### src/rtl/telemetry_uart_tx.sv
// Telemetry UART transmitter: buffers 8-bit samples in a small FIFO and sends
// each one as an 8N1 packet of three bytes: HEADER, sample, HEADER ^ sample.
module telemetry_uart_tx #(
  parameter int          CLKS_PER_BIT = 16,
  parameter int          FIFO_DEPTH   = 4,
  parameter logic [7:0]  HEADER       = 8'hA5
) (
  input  logic       clk,
  input  logic       rst_n,
  input  logic [7:0] sample_in,
  input  logic       sample_valid,
  output logic       sample_ready,
  output logic       tx,
  output logic       busy,
  output logic       overflow
);

  localparam int AW = $clog2(FIFO_DEPTH);
  localparam int CW = (CLKS_PER_BIT > 1) ? $clog2(CLKS_PER_BIT) : 1;
  localparam logic [CW-1:0] BAUD_RELOAD = CW'(CLKS_PER_BIT - 1);

  typedef enum logic [1:0] {IDLE, START, DATA, STOP} state_e;

  state_e          state_q, state_d;
  logic [AW:0]     wr_ptr_q, wr_ptr_d;
  logic [AW:0]     rd_ptr_q, rd_ptr_d;
  logic [7:0]      mem_q [FIFO_DEPTH];
  logic [7:0]      hold_q, hold_d;
  logic [CW-1:0]   baud_q, baud_d;
  logic [2:0]      bit_idx_q, bit_idx_d;
  logic [1:0]      byte_idx_q, byte_idx_d;
  logic            ovf_q, ovf_d;
  logic            full, empty, push, pop, baud_done;
  logic [7:0]      cur_byte;

  function automatic logic [7:0] packet_byte(input logic [1:0] idx, input logic [7:0] s);
    case (idx)
      2'd0:    return HEADER;
      2'd1:    return s;
      default: return HEADER ^ s;
    endcase
  endfunction

  // The extra pointer MSB distinguishes full from empty when the indices match.
  assign empty        = (wr_ptr_q == rd_ptr_q);
  assign full         = (wr_ptr_q[AW] != rd_ptr_q[AW]) &&
                        (wr_ptr_q[AW-1:0] == rd_ptr_q[AW-1:0]);
  assign push         = sample_valid && !full;
  assign pop          = (state_q == IDLE) && !empty;
  assign baud_done    = (baud_q == '0);
  assign cur_byte     = packet_byte(byte_idx_q, hold_q);

  assign sample_ready = !full;
  assign busy         = (state_q != IDLE);
  assign overflow     = ovf_q;

  always_comb begin
    wr_ptr_d = wr_ptr_q + (push ? (AW+1)'(1) : '0);
    rd_ptr_d = rd_ptr_q + (pop  ? (AW+1)'(1) : '0);
    hold_d   = pop ? mem_q[rd_ptr_q[AW-1:0]] : hold_q;
    ovf_d    = ovf_q | (sample_valid & full);
  end

  always_comb begin
    state_d    = state_q;
    baud_d     = baud_q;
    bit_idx_d  = bit_idx_q;
    byte_idx_d = byte_idx_q;
    tx         = 1'b1;
    unique case (state_q)
      IDLE: begin
        if (!empty) begin
          state_d    = START;
          baud_d     = BAUD_RELOAD;
          byte_idx_d = 2'd0;
        end
      end
      START: begin
        tx = 1'b0;
        if (baud_done) begin
          state_d   = DATA;
          bit_idx_d = 3'd0;
          baud_d    = BAUD_RELOAD;
        end else begin
          baud_d = baud_q - CW'(1);
        end
      end
      DATA: begin
        tx = cur_byte[bit_idx_q];
        if (baud_done) begin
          baud_d = BAUD_RELOAD;
          if (bit_idx_q == 3'd7) state_d = STOP;
          else                   bit_idx_d = bit_idx_q + 3'd1;
        end else begin
          baud_d = baud_q - CW'(1);
        end
      end
      STOP: begin
        if (baud_done) begin
          if (byte_idx_q == 2'd2) begin
            state_d = IDLE;
          end else begin
            byte_idx_d = byte_idx_q + 2'd1;
            state_d    = START;
            baud_d     = BAUD_RELOAD;
          end
        end else begin
          baud_d = baud_q - CW'(1);
        end
      end
    endcase
  end

  always_ff @(posedge clk or negedge rst_n) begin
    if (!rst_n) begin
      state_q    <= IDLE;
      wr_ptr_q   <= '0;
      rd_ptr_q   <= '0;
      baud_q     <= '0;
      bit_idx_q  <= '0;
      byte_idx_q <= '0;
      ovf_q      <= 1'b0;
    end else begin
      state_q    <= state_d;
      wr_ptr_q   <= wr_ptr_d;
      rd_ptr_q   <= rd_ptr_d;
      baud_q     <= baud_d;
      bit_idx_q  <= bit_idx_d;
      byte_idx_q <= byte_idx_d;
      ovf_q      <= ovf_d;
    end
  end

  // Sample storage carries no reset; validity is tracked by the pointers and FSM.
  always_ff @(posedge clk) begin
    if (push) mem_q[wr_ptr_q[AW-1:0]] <= sample_in;
    hold_q <= hold_d;
  end

endmodule
### config.mk
export PLATFORM = sky130hd
export DESIGN_NAME = telemetry_uart_tx
export DESIGN_NICKNAME = d
export VERILOG_FILES = /design/src/rtl/telemetry_uart_tx.sv
export SDC_FILE = /design/constraint.sdc
export NUM_CORES = 1
export LEC_CHECK = 0
export BUFFER_PORTS_ARGS = -buffer_cell sky130_fd_sc_hd__clkbuf_2
export CAP_MARGIN = 10
export CELL_PAD_IN_SITES_DETAIL_PLACEMENT = 1
export CELL_PAD_IN_SITES_GLOBAL_PLACEMENT = 1
export CORE_ASPECT_RATIO = 1.25
export CORE_MARGIN = 3
export CORE_UTILIZATION = 57
export CTS_BUF_LIST = sky130_fd_sc_hd__clkbuf_4
export DETAILED_ROUTE_END_ITERATION = 7
export GPL_ROUTABILITY_DRIVEN = 1
export PLACE_DENSITY_LB_ADDON = 0.1
export REMOVE_ABC_BUFFERS = 1
export SETUP_SLACK_MARGIN = 0.2
export SYNTH_ARGS = -nofsm -noshare
export SYNTH_HDL_FRONTEND = slang
export SYNTH_SLANG_ARGS = --single-unit
### constraint.sdc
create_clock -name clk -period 5.6 [get_ports clk]
set_input_delay 0.28 -clock clk [delete_from_list [all_inputs] [get_ports clk]]
set_output_delay 0.28 -clock clk [all_outputs]
set_load 0.1 [all_outputs]
==> impl_metrics.csv <==
group,metric,value,unit
logic_synthesis,yosysMostFrequentCell,"edfxtp_1",
placed_design,port_buffers,14,
logic_synthesis,yosysTopAreaCellShare,0.453,
flow_run,drv_cap,0,
drt,routed_via_density,5.83,
drt,drt_iter0_drc,63,
cells_and_area,syn_to_final_growth,10.1,%
logic_synthesis,syn_inst,165,
setup_path,worst-path-buf-inv,0,
drt,drc,0,
global_route,grt_max_degree,19,
drt,totalWireLength,5130,um
cells_and_area,post-route-util,0.654,
placed_design,routabilityCongestion,0.786,
die,core_area,4460,um^2
min_path,min_path_type,"in2reg",
cells_and_area,drive_gt1_frac,0.241,
setup_path,cp.arrival,2570,ps
clock_network,cts_sinks,58,
power_and_ir_drop,p_leak,1.13,nW
sta,max_freq,388,MHz
die,start_util,0.594,
logic_synthesis,synth_xor_area_frac,0.0467,
logic_synthesis,synth_compound_area_frac,0.0751,
run_status,status,"complete, no violations",
die,num_rows,27,
logic_synthesis,synthTopCellsByArea,"edfxtp_1 45%, dfrtp_1 17%, mux4_2 6.8%",
setup_path,critPathRequiredTime,5600,ps
drt,post_drt_wl_per_cell,20.3,um
sta,setup_viol_count_final,0,
setup_path,max_stage_delay,910,ps
cells_and_area,fill_cells,422,
power_and_ir_drop,switching_share,0.406,
placed_design,placedCellCount,234,
sta,fin_crit,2580,ps
sta,fin_hold_ws,133,ps
cells_and_area,fin_cells,253,
clock_network,post_cts_buffers,0,
cells_and_area,nets,215,
die,die_y,82.2,um
setup_path,crit_chain,"xnor2_4 > nand3_1 > nand2_1 > nor3_1",
cells_and_area,num_antenna_cells,0,
clock_network,numCtsBuffers,9,
setup_path,cpLargestDelayFamily,"simple AND/OR/NAND/NOR gates",
logic_synthesis,synth_top_family_by_area,"multiplexers",
power_and_ir_drop,peakVddDrop,0.363,mV
placed_design,place_ws,2790,ps
clock_network,clock-root-buffer,"clkbuf_4",
setup_path,path_max_fanout,10,
sta,clock_skew,9.26,ps
drt,drtPass1Iterations,4,
sta,min_period_over_period,0.460,
logic_synthesis,ys_types,44,
setup_path,cp_slowest_cell,"nor3_1",
die,fp.dieW,67.0,um
logic_synthesis,yosysWarningCount,0,
logic_synthesis,yosys_register_bits,58,
clock_network,cts_tree,"yes",
logic_synthesis,synth_mux_area_frac,0.0963,
clock_network,cts.htree.levels,3,
logic_synthesis,synth-edff-count,40,
power_and_ir_drop,comb_power_share,0.396,
logic_synthesis,yosysSeqAreaShare,0.623,
sta,hold_viol_final,0,
clock_network,path_clk_slew,90,ps
global_route,antenna_found_initial,0,
drt,num_vias,1475,
sta,setup_tns,0,ps
power_and_ir_drop,seq_power_share,0.442,
logic_synthesis,async_flop_share,0.310,
global_route,grt_usage,0.222,
power_and_ir_drop,p_sw,693,uW
global_route,grt_pass1_wl,8580,um
sta,tightest_slew,1140,ps
drt,detail-route-antenna-nets,0,
sta,setup_ws,3020,ps
global_route,grt_overflow_total,0,
logic_synthesis,avgSynthCellArea,16.1,um^2
setup_path,startpoint_type,"flop",
sta,rsz0062_at_grt,"no",
logic_synthesis,synth_fa_ha_area_frac,0.0661,
placed_design,dpl.hpwl,3640,um
logic_synthesis,synthSimpleGateAreaFrac,0.0708,
logic_synthesis,mappedNetlistArea,2650,um^2
logic_synthesis,synth_top_area_cell,"edfxtp_1",
clock_network,cts_buffer_depth,2,
sta,slew_headroom,0.232,
clock_network,clock_latency,380,ps
power_and_ir_drop,internal_power,1.01,mW
logic_synthesis,synth_ff_type,"edfxtp_1",
setup_path,end_kind,"flop",
global_route,grt_pass1_vias,1660,
power_and_ir_drop,clock_power_share,0.163,
logic_synthesis,synthTopCellsByCount,"40 x edfxtp_1, 18 x dfrtp_1, 14 x ha_1",
setup_path,critical_path_class,"reg2reg",
die,die_area,5510,um^2
sta,final_max_slew_viol_count,0,
power_and_ir_drop,p_per_area,585,nW/um^2
die,ios,15,
cell type report:
class                           count  area, um^2  area share
Clock buffer                        9        67.6      0.0232
Clock inverter                      7        60.1      0.0206
Inverter                            9        33.8      0.0116
Multi-Input combinational cell     95         941       0.323
Sequential cell                    58        1650       0.566
Tap cell                           58        72.6      0.0249
Timing Repair Buffer               17        90.1      0.0309
metal layers:
layer | track usage | part of all wire | vias up
met5 | 0 | 0 | -
li1 | - | - | 691
met3 | 0.0555 | 0.026 | 6
met4 | 0.0892 | 0.016 | 0
met2 | 0.409 | 0.57 | 18
met1 | 0.243 | 0.38 | 760
worst paths after layout:
check | startpoint | to | slack (ps) | cells after the start
worst max-delay path | rd_ptr_q[0] | mem_q[0][5] | 3020 | 4
worst min-delay path | sample_in[4] | mem_q[1][4] | 130 | 1
worst max register to register | rd_ptr_q[0] | mem_q[0][5] | 3020 | 4
worst min register to register | overflow | overflow | 520 | 1
max in group asynchronous | rst_n | wr_ptr_q[1] | 4850 | 2
min in group asynchronous | rst_n | baud_q[2] | 390 | 2
through the flow:
stage	instance area, um^2	total power [mW]
finish	2920	1.71
global route	2920	1.81
CTS	2910	1.72
detailed placement	2770	1.43
global placement	2770	1.37
floorplan	2630	1.27
state kept, by name, indices dropped and copies added, names as in the netlist:
name and count:
mem_q 32, hold_q 8, baud_q 4, bit_idx_q 3, rd_ptr_q 3, wr_ptr_q 3
byte_idx_q 2, state_q 2, overflow 1
cells by family (layout without fill, tap and decap cells):
logic type,after synthesis,in the layout
AOI/OAI and AO/OA,29,29
xor gates and xnor gates,9,9
adders and majority gates,14,14
buffers and inverters,12,42
DFF,58,58
muxes,15,15
and+or+nand+nor,28,28
power by group through the flow:
stage | clock [mW] | combinational, mW | sequential (mW)
finish | 0.277 | 0.675 | 0.754
floorplan | 0 | 0.519 | 0.751
detailed placement | 0 | 0.672 | 0.763
global placement | 0 | 0.626 | 0.748
CTS | 0.287 | 0.680 | 0.757
global route | 0.303 | 0.737 | 0.774
cells in the final DEF (no fill, tap or decap), types with 2 or more instances in the layout:
master	n
a21oi_1	6
a22oi_1	2
a31oi_1	2
and3_1	3
buf_2	2
clkbuf_2	14
clkbuf_4	9
clkinv_1	2
clkinv_2	3
dfrtp_1	18
edfxtp_1	40
ha_1	14
inv_1	8
mux2i_1	6
mux4_2	8
nand2_1	5
nand3_1	4
nor2b_1	3
nor3_1	4
nor3b_1	2
o21ai_1	6
o22ai_1	2
xnor2_4	2
xor2_1	5
timing repair:
action / 4_1_cts / 5_1_grt
endpoints found under the hold margin: 18 / 0
gates resized for setup: 0 / 0
hold buffers: 1 / 0
Note: power is estimated with default switching activity, not from simulation.
